===== config.mk =====
export PLATFORM = sky130hd
export DESIGN_NAME = alu_issue_stage
export DESIGN_NICKNAME = d
export VERILOG_FILES = /design/src/rtl/alu_pkg.sv /design/src/rtl/alu_cmd_fifo.sv /design/src/rtl/alu_issue_stage.sv
export SDC_FILE = /design/constraint.sdc
export NUM_CORES = 1
export LEC_CHECK = 0
export CAP_MARGIN = 0
export CORE_UTILIZATION = 35
export CTS_CLUSTER_SIZE = 12
export DETAILED_ROUTE_END_ITERATION = 10
export HOLD_SLACK_MARGIN = 0.03
export PLACE_DENSITY_LB_ADDON = 0.12
export SETUP_SLACK_MARGIN = 0.5
export SYNTH_ARGS = -nofsm -noshare
export SYNTH_HDL_FRONTEND = slang
export SYNTH_SLANG_ARGS = --single-unit

===== constraint.sdc =====
create_clock -name clk -period 1.55 [get_ports clk]
set_input_delay 0.2325 -clock clk [delete_from_list [all_inputs] [get_ports clk]]
set_output_delay 0.2325 -clock clk [all_outputs]
set_load 0.01 [all_outputs]

===== src/rtl/alu_pkg.sv =====
// Shared ALU definitions: operation encodings, operand width and the buffered
// command record used by the issue stage.
package alu_pkg;

  localparam int unsigned ALU_W = 4;
  localparam int unsigned SEL_W = 3;
  localparam int unsigned CMD_W = SEL_W + 2 * ALU_W + 1;

  localparam logic [SEL_W-1:0] ALU_ADD = 3'b000;
  localparam logic [SEL_W-1:0] ALU_SUB = 3'b001;
  localparam logic [SEL_W-1:0] ALU_AND = 3'b010;
  localparam logic [SEL_W-1:0] ALU_OR  = 3'b011;
  localparam logic [SEL_W-1:0] ALU_XOR = 3'b100;
  localparam logic [SEL_W-1:0] ALU_NOT = 3'b101;
  localparam logic [SEL_W-1:0] ALU_INC = 3'b110;
  localparam logic [SEL_W-1:0] ALU_DEC = 3'b111;

  typedef struct packed {
    logic [SEL_W-1:0] sel;
    logic [ALU_W-1:0] a;
    logic [ALU_W-1:0] b;
    logic             chain;
  } alu_cmd_t;

endpackage


===== src/rtl/alu_cmd_fifo.sv =====
// In-order command buffer with occupancy count and registered full/empty.
module alu_cmd_fifo
  import alu_pkg::*;
#(
  parameter int unsigned DEPTH = 4,
  parameter int unsigned W     = CMD_W,
  localparam int unsigned AW    = $clog2(DEPTH),
  localparam int unsigned CNT_W = AW + 1
) (
  input  logic             clk,
  input  logic             rst,
  input  logic             push_i,
  input  logic             pop_i,
  input  logic [W-1:0]     wdata_i,
  output logic [W-1:0]     rdata_o,
  output logic [CNT_W-1:0] count_o,
  output logic             full_o,
  output logic             empty_o
);

  logic [W-1:0]     mem_q [DEPTH];
  logic [AW-1:0]    wptr_q, wptr_d;
  logic [AW-1:0]    rptr_q, rptr_d;
  logic [CNT_W-1:0] count_q, count_d;
  logic             full_q, empty_q;
  logic             push_ok, pop_ok;

  assign push_ok = push_i & ~full_q;
  assign pop_ok  = pop_i & ~empty_q;

  // DEPTH is a power of two, so pointers wrap by natural overflow.
  always_comb begin
    wptr_d  = wptr_q;
    rptr_d  = rptr_q;
    count_d = count_q;
    if (push_ok) wptr_d = wptr_q + AW'(1);
    if (pop_ok)  rptr_d = rptr_q + AW'(1);
    if (push_ok && !pop_ok)      count_d = count_q + CNT_W'(1);
    else if (pop_ok && !push_ok) count_d = count_q - CNT_W'(1);
  end

  always_ff @(posedge clk) begin
    if (rst) begin
      wptr_q  <= '0;
      rptr_q  <= '0;
      count_q <= '0;
      full_q  <= 1'b0;
      empty_q <= 1'b1;
    end else begin
      wptr_q  <= wptr_d;
      rptr_q  <= rptr_d;
      count_q <= count_d;
      full_q  <= (count_d == CNT_W'(DEPTH));
      empty_q <= (count_d == '0);
    end
  end

  // Storage carries no reset; validity is tracked by the pointers and count.
  always_ff @(posedge clk) begin
    if (push_ok) mem_q[wptr_q] <= wdata_i;
  end

  assign rdata_o = mem_q[rptr_q];
  assign count_o = count_q;
  assign full_o  = full_q;
  assign empty_o = empty_q;

endmodule


===== src/rtl/alu_issue_stage.sv =====
// Buffers ALU commands, drives the FIFO head to the external ALU and registers
// its result behind a valid/ready output, with optional accumulator chaining.
module alu_issue_stage
  import alu_pkg::*;
#(
  parameter int unsigned DEPTH = 4,
  parameter int unsigned WIDTH = ALU_W,
  parameter int unsigned CNT_W = $clog2(DEPTH) + 1
) (
  input  logic             clk,
  input  logic             rst,
  input  logic             in_valid,
  output logic             in_ready,
  input  logic [2:0]       in_sel,
  input  logic [WIDTH-1:0] in_a,
  input  logic [WIDTH-1:0] in_b,
  input  logic             in_chain,
  output logic [2:0]       alu_sel,
  output logic [WIDTH-1:0] alu_a,
  output logic [WIDTH-1:0] alu_b,
  input  logic [WIDTH-1:0] alu_result,
  input  logic             alu_carryout,
  input  logic             alu_zero,
  output logic             out_valid,
  input  logic             out_ready,
  output logic [WIDTH-1:0] out_result,
  output logic             out_carry,
  output logic             out_zero,
  output logic [CNT_W-1:0] count
);

  alu_cmd_t         in_cmd, head_cmd;
  logic [CMD_W-1:0] head_raw;
  logic             fifo_full, fifo_empty;
  logic             push, issue;

  logic             out_valid_q, out_valid_d;
  logic [WIDTH-1:0] result_q, result_d;
  logic             carry_q, carry_d;
  logic             zero_q, zero_d;
  logic [WIDTH-1:0] acc_q, acc_d;

  assign in_cmd   = '{sel: in_sel, a: in_a, b: in_b, chain: in_chain};
  assign head_cmd = head_raw;

  // in_ready comes from the FIFO's registered full flag only.
  assign in_ready = ~fifo_full;
  assign push     = in_valid & in_ready;
  assign issue    = ~fifo_empty & (~out_valid_q | out_ready);

  alu_cmd_fifo #(
    .DEPTH (DEPTH),
    .W     (CMD_W)
  ) u_fifo (
    .clk     (clk),
    .rst     (rst),
    .push_i  (push),
    .pop_i   (issue),
    .wdata_i (in_cmd),
    .rdata_o (head_raw),
    .count_o (count),
    .full_o  (fifo_full),
    .empty_o (fifo_empty)
  );

  // Head drives the ALU; an empty FIFO presents all-zero operands.
  always_comb begin
    alu_sel = '0;
    alu_a   = '0;
    alu_b   = '0;
    if (!fifo_empty) begin
      alu_sel = head_cmd.sel;
      alu_a   = head_cmd.chain ? acc_q : head_cmd.a;
      alu_b   = head_cmd.b;
    end
  end

  always_comb begin
    out_valid_d = out_valid_q;
    result_d    = result_q;
    carry_d     = carry_q;
    zero_d      = zero_q;
    acc_d       = acc_q;
    if (issue) begin
      out_valid_d = 1'b1;
      result_d    = alu_result;
      carry_d     = alu_carryout;
      zero_d      = alu_zero;
      acc_d       = alu_result;
    end else if (out_valid_q && out_ready) begin
      out_valid_d = 1'b0;
    end
  end

  always_ff @(posedge clk) begin
    if (rst) begin
      out_valid_q <= 1'b0;
      result_q    <= '0;
      carry_q     <= 1'b0;
      zero_q      <= 1'b0;
      acc_q       <= '0;
    end else begin
      out_valid_q <= out_valid_d;
      result_q    <= result_d;
      carry_q     <= carry_d;
      zero_q      <= zero_d;
      acc_q       <= acc_d;
    end
  end

  assign out_valid  = out_valid_q;
  assign out_result = result_q;
  assign out_carry  = carry_q;
  assign out_zero   = zero_q;

endmodule

==> results.ini, run 1 <==
[synth]
synth_simple_gate_area_share_pct = 9.05
netlist_area_sq_mm = 0.00266
synthXorXnorAreaFrac_pct = 1.32
yosys_warnings = 0
ys_ff_latch = 66
synthFlopType = edfxtp_1
synthMuxAreaShare_pct = 14.9
postSynthAreaPerCell_sq_um = 16.5
synth_cells = 161
ys_types = 29
synth_edf_count = 48
synth_top_family_by_area = multiplexers
synth-adder-area-share_pct = 2.83
syn-num-nets = 189
synth_compound_area_share_pct = 2.07
ys_seq_area_share_pct = 67.9
async_reset_ff_share_pct = 0

[floorplan]
die_x_um = 89.1
io_pins = 44
die_area_sq_mm = 0.00794
initial_core_util_pct = 36.4
die_y_um = 89.1
std_cell_rows = 31
core_sq_mm = 0.00729

[route]
wl_per_cell_um = 16.5
vias_per_cell = 4.62
drt-total-wl_mm = 5.84
ant_nets = 0
drtIter0Drc = 85
num_vias = 1637
drt-pass1-iter-count = 4
drc = 0

[power]
peakVddDrop_v = 0.000933
pwr_density_cell_mw_per_mm2 = 1750
p_leak_nw = 1.53

[worst_hold_path]
hp-class = in -> reg
min_path_cells = 5

[timing]
setup_viol = 11
fin_skew_ps = 8.09
setup_ws_ps = -474
max_freq_mhz = 494
period_minus_slack_ps = 2020
finalCritPeriodShare_pct = 131
worst_slew_pin_slew_ps = 257
rsz0062_at_grt = true
worst_slew_margin_rel_pct = 82.8
final_max_slew_viol_count = 0
hold_viol = 0

[worst_setup_path]
criticalPathCategory = reg -> out
cp.required_ps = 1320
r2r_slack_ps = 140
cp-start-kind = flop
cp.arrival_ps = 1790
r2r_cells = 5
path_max_fanout = 5
worst_setup_path_end_kind = output port

[cts]
cts_root_buffer = clkbuf_8
insertion_delay_ps = 340
clockBufferDepth = 2
htreeDepth = 3
cts_made_buffers = 9
cts_tree = done
cts_sinks = 66
clk_pin_slew_ps = 70

[global_route]
grt_pass1_vias = 1643
gr-total-overflow = 0
grtUsageTotal_pct = 15.9
grt_pass1_wl_mm = 8.71
antenna_found_initial = 0
grt_start_max_net_pins = 16

[placed_design]
gp_congestion = 0.741
port_buffers = 43
dp_cells = 308
hpwl_mm = 3.36
post_dp_cell_area_sq_mm = 0.00331

[finish]
layout.nets = 278
num_antenna_cells = 0
layoutNonFillerInstCount = 354
final_cell_area_sq_mm = 0.00396
area_delta_synth_final_pct = 49.3
layout-drive-gt1-share_pct = 50.6
fillers = 642

[outcome]
violations = negative setup slack
status = complete, but fails checks

[run]
drv_cap = 0

-- worst paths after layout --
path	start	endpoint
worst max-delay path	flop	alu_a[2]
worst min-delay path	out_ready	out_valid
worst max register to register	u_fifo.empty_o	u_fifo.empty_o
worst min register to register	out_carry	out_carry
-- registers in the layout, summed over array words and instances, names as in the netlist, named ones only --
register,cells
out_carry,1
u_fifo.count_o,3
acc_q,4
u_fifo.rptr_q,2
out_valid,1
out_zero,1
u_fifo.wptr_q,2
u_fifo.empty_o,1
u_fifo.full_o,1
u_fifo.mem_q,48
-- Yosys cell counts, types with 2 or more instances --
cell	count	area (sq um)
and2_1	5	31.3
clkbuf_1	3	11.3
dfxtp_1	18	360
edfxtp_1	48	1440
ha_1	6	75.1
inv_1	5	18.8
mux2i_1	11	110
mux4_2	12	270
nand2_1	4	15.0
nor2_1	20	75.1
nor2b_1	8	50.1
nor2b_4	2	27.5
xnor2_1	3	26.3
-- metrics by stage --
step	total power (W)	utilization [%]	worst slack [ps]	TNS, ps	hold WS [ps]
global route	0.00731	54.4	-563	-5400	414
detailed placement	0.00447	45.4	-440	-11890	497
global placement	0.00442	45.4	-427	-11350	476
floorplan	0.00361	-	76.7	0	331
finish	0.00694	54.4	-474	-4670	395
CTS	0.00650	51.6	-500	-4670	494
-- where the power goes --
| group | internal, W | switching, W | total (W) |
|---|---|---|---|
| Clock | 0.000895 | 0.000632 | 0.00153 |
| Combinational | 0.00184 | 0.00116 | 0.00301 |
| Sequential | 0.00220 | 0.000205 | 0.00241 |
| Total | 0.00494 | 0.00200 | 0.00694 |
-- cells in the final DEF (no fill, tap or decap), types with 5 or more instances in the layout --
master / netlist / final
buf_4: 1 / 14
buf_2: 0 / 11
nor2b_4: 2 / 5
mux4_2: 12 / 12
buf_6: 1 / 29
dfxtp_2: 0 / 9
and2_4: 0 / 9
inv_1: 5 / 5
dfxtp_1: 18 / 5
clkbuf_8: 0 / 9
clkdlybuf4s50_1: 0 / 19
mux2i_1: 11 / 11
nor2_1: 20 / 19
edfxtp_1: 48 / 48
nor2b_1: 8 / 5
-- cells by family after synthesis --
logic type	after synthesis
AND/OR/NAND/NOR	43
AO/OA/AOI/OAI	7
buffers and inverters	11
adder cells (fa/ha/maj)	6
XOR/XNOR	4
flip-flops	66
multiplexers	24
-- cell type report --
| type | instances | area (sq um) | area share, % |
|---|---|---|---|
| Tap cell | 99 | 124 | 3.13 |
| Multi-Input combinational cell | 88 | 978 | 24.7 |
| Timing Repair Buffer | 80 | 806 | 20.3 |
| Sequential cell | 66 | 1830 | 46.1 |
| Clock buffer | 10 | 128 | 3.22 |
| Clock inverter | 6 | 81.3 | 2.05 |
| Inverter | 5 | 18.8 | 0.473 |
-- timing repair --
item,4_1_cts,5_1_grt
endpoints found under the setup margin,86,86
gates cloned,6,0
pin swaps,11,11
gates resized for setup,134,30
setup buffers,19,5
hold buffers,0,0
-- metal layers --
metal	GRT usage [%]	part of all wire (%)
met1	21.5	44
met2	24.6	51
met3	3.97	4.3
met4	6.93	1.1
met5	0	0
-- critical path: stages, from the launching register on --
cell and delay, ps:
dfxtp_4 400, buf_16 130, buf_6 90, mux4_2 490
mux2i_1 160, nor2_1 50, buf_2 130
Note: power is estimated with default switching activity, not from simulation.
==> run 2, diff against run 1 <==
- CAP_MARGIN: 0 -> 20
- PLACE_DENSITY: not set -> 0.7
- PLACE_DENSITY_LB_ADDON: 0.12 -> not set
==> results.ini, run 2 (synthesis results as in run 1) <==
[timing]
hold_ws_ps = 489  ; +94.0 ps
final_max_slew_viol_count = 0  ; unchanged
setup_ws_ps = -428  ; +45.7 ps
worst_slew_margin_rel_pct = 82.9  ; +0.13 points
worst_slew_pin_slew_ps = 256  ; -1.57 ps
period_minus_slack_ps = 1980  ; -45.7 ps
setup_viol = 11  ; unchanged
max_freq_mhz = 506  ; +2.3%
finalCritPeriodShare_pct = 128  ; -2.9 points
hold_viol = 0  ; unchanged
fin_skew_ps = 4.77  ; -3.32 ps
rsz0062_at_grt = true

[run]
drv_cap = 0  ; unchanged

[worst_setup_path]
r2r-end = u_fifo.empty_o
r2r_slack_ps = 100  ; -40 ps
cp.arrival_ps = 1750  ; -40 ps
crit_chain = mux4_2, buf_4, mux2i_1, nor2_1, buf_2
worst_setup_path_end_kind = output port
cp-start-kind = flop
r2r_cells = 4  ; -1
slowest_delay_ps = 550  ; +60 ps
criticalPathCategory = reg -> out
r2r-start = out_valid
slowest_stage = mux4_2
crit_buf_inv = 2  ; -1
critPathTopFamily = multiplexers
cp.required_ps = 1320  ; about the same
path_max_fanout = 3  ; -2

[finish]
num_antenna_cells = 0  ; unchanged
layout-drive-gt1-share_pct = 50.2  ; -0.39 points
layout_common_cells = 48 x edfxtp_1, 24 x buf_6, 20 x clkdlybuf4s50_1, 18 x nor2_1, 17 x buf_4
layout.nets = 277  ; -0.36%
largest_reg_flops = 48  ; unchanged
area_delta_synth_final_pct = 44.8
layoutNonFillerInstCount = 352  ; -0.56%
final_common_cell = edfxtp_1
regMostFlops = u_fifo.mem_q

[cts]
cts_root_buffer = clkbuf_8
clockBufferDepth = 2  ; unchanged
postCtsHoldBufs = 0  ; unchanged
htreeDepth = 3  ; unchanged
insertion_delay_ps = 330  ; about the same
cts_made_buffers = 9  ; unchanged
cts_sinks = 66  ; unchanged
clk_pin_slew_ps = 70  ; about the same
cts_tree = done

[placed_design]
dp_cells = 309  ; +0.32%
hpwl_mm = 3.08  ; -8.3%
gp_congestion = 0.677  ; -8.6%
port_buffers = 43  ; unchanged
dp_slack_ps = -405  ; +34.6 ps

[floorplan]
std_cell_rows = 31  ; unchanged
core_sq_mm = 0.00729  ; unchanged
die_x_um = 89.1  ; unchanged
io_pins = 44  ; unchanged
initial_core_util_pct = 36.4  ; unchanged
die_y_um = 89.1  ; unchanged
die_area_sq_mm = 0.00794  ; unchanged

[route]
vias_per_cell = 4.60  ; -0.48%
drtIter0Drc = 57  ; -33%
num_vias = 1620  ; -1.0%
drt-pass1-iter-count = 4  ; unchanged
drt-total-wl_mm = 5.32  ; -9.0%
wl_per_cell_um = 15.1  ; -8.5%
drc = 0  ; unchanged
ant_nets = 0  ; unchanged

[power]
peakVddDrop_v = 0.000591  ; -37%
p_int_w = 0.00458  ; -7.4%
comb_power_share_pct = 42.5  ; -0.8 points
p_sw_share_pct = 29.0  ; +0.16 points
power.share.sequential_pct = 36.8  ; +2.1 points
power_frac_clock_pct = 20.7  ; -1.3 points
p_leak_nw = 1.46  ; -4.7%
pwr_density_cell_mw_per_mm2 = 1680  ; -4.3%
p_sw_w = 0.00187  ; -6.6%

[global_route]
antenna_found_initial = 0  ; unchanged
grt_start_max_net_pins = 16  ; unchanged
grtUsageTotal_pct = 14.3  ; -1.6 points
grt_pass1_vias = 1580  ; -3.8%
grt_pass1_wl_mm = 7.94  ; -8.9%
gr-total-overflow = 0  ; unchanged

[outcome]
violations = negative setup slack
status = complete, but fails checks

[worst_hold_path]
hp-start = out_zero
holdPathEnd = out_zero
min_path_cells = 2  ; -3
hp-class = reg -> reg

[run 2: per-stage QoR]
step	util [%]	total power, W	TNS, ps	cell area [sq um]
finish	52.7	0.00645	-4300	3840
global route	52.7	0.00678	-5090	3840
CTS	50.1	0.00607	-4370	3650
detailed placement	45.5	0.00443	-10930	3310
global placement	45.5	0.00441	-11010	3310
floorplan	-	0.00361	0	2700
[run 2: repair_timing]
action,in CTS,in global routing
cloned,5,0
pin swaps,6,10
endpoints found under the setup margin,86,86
setup buffers,15,8
hold endpoints to repair,0,0
resized for setup,120,25
[run 2: layout make-up]
type,instances,area [sq um]
inverters,5,18.8
clock buffers,9,124
multi-input cells,88,947
flip-flops and latches,66,1830
fillers,636,3450
clock inverters,6,58.8
repair buffers,79,747
well taps,99,124
[run 2: power groups by stage]
stage | Combinational (W) | Sequential [W] | Clock, W
after CTS | 0.00235 | 0.00235 | 0.00137
after global placement | 0.00204 | 0.00237 | 0
after global routing | 0.00295 | 0.00240 | 0.00144
final | 0.00274 | 0.00237 | 0.00133
after floorplan | 0.00121 | 0.00240 | 0
after detailed placement | 0.00205 | 0.00237 | 0
[run 2: worst min-delay path, stage by stage (launching register included)]
cell,delay [ps]
dfxtp_2,320
mux2i_1,60
nor2_1,80
[run 2: how the worst max path moves through the flow]
stage / start / endpoint / slack, ps / cells past startpoint
floorplan: flop / alu_a[0] / 80 / 3
global placement: flop / alu_a[0] / -390 / 4
detailed placement: flop / alu_a[0] / -410 / 4
CTS: flop / alu_a[0] / -440 / 6
global route: flop / alu_a[3] / -520 / 6
finish: flop / alu_a[3] / -430 / 5
[run 2: layer usage]
metal / track usage [%] / up-vias / part of all wire (%)
met5: 0 / - / 0
met4: 8.23 / 0 / 2.1
met3: 3.32 / 9 / 3.3
met1: 18.1 / 794 / 46
li1: - / 777 / -
met2: 22.8 / 40 / 49
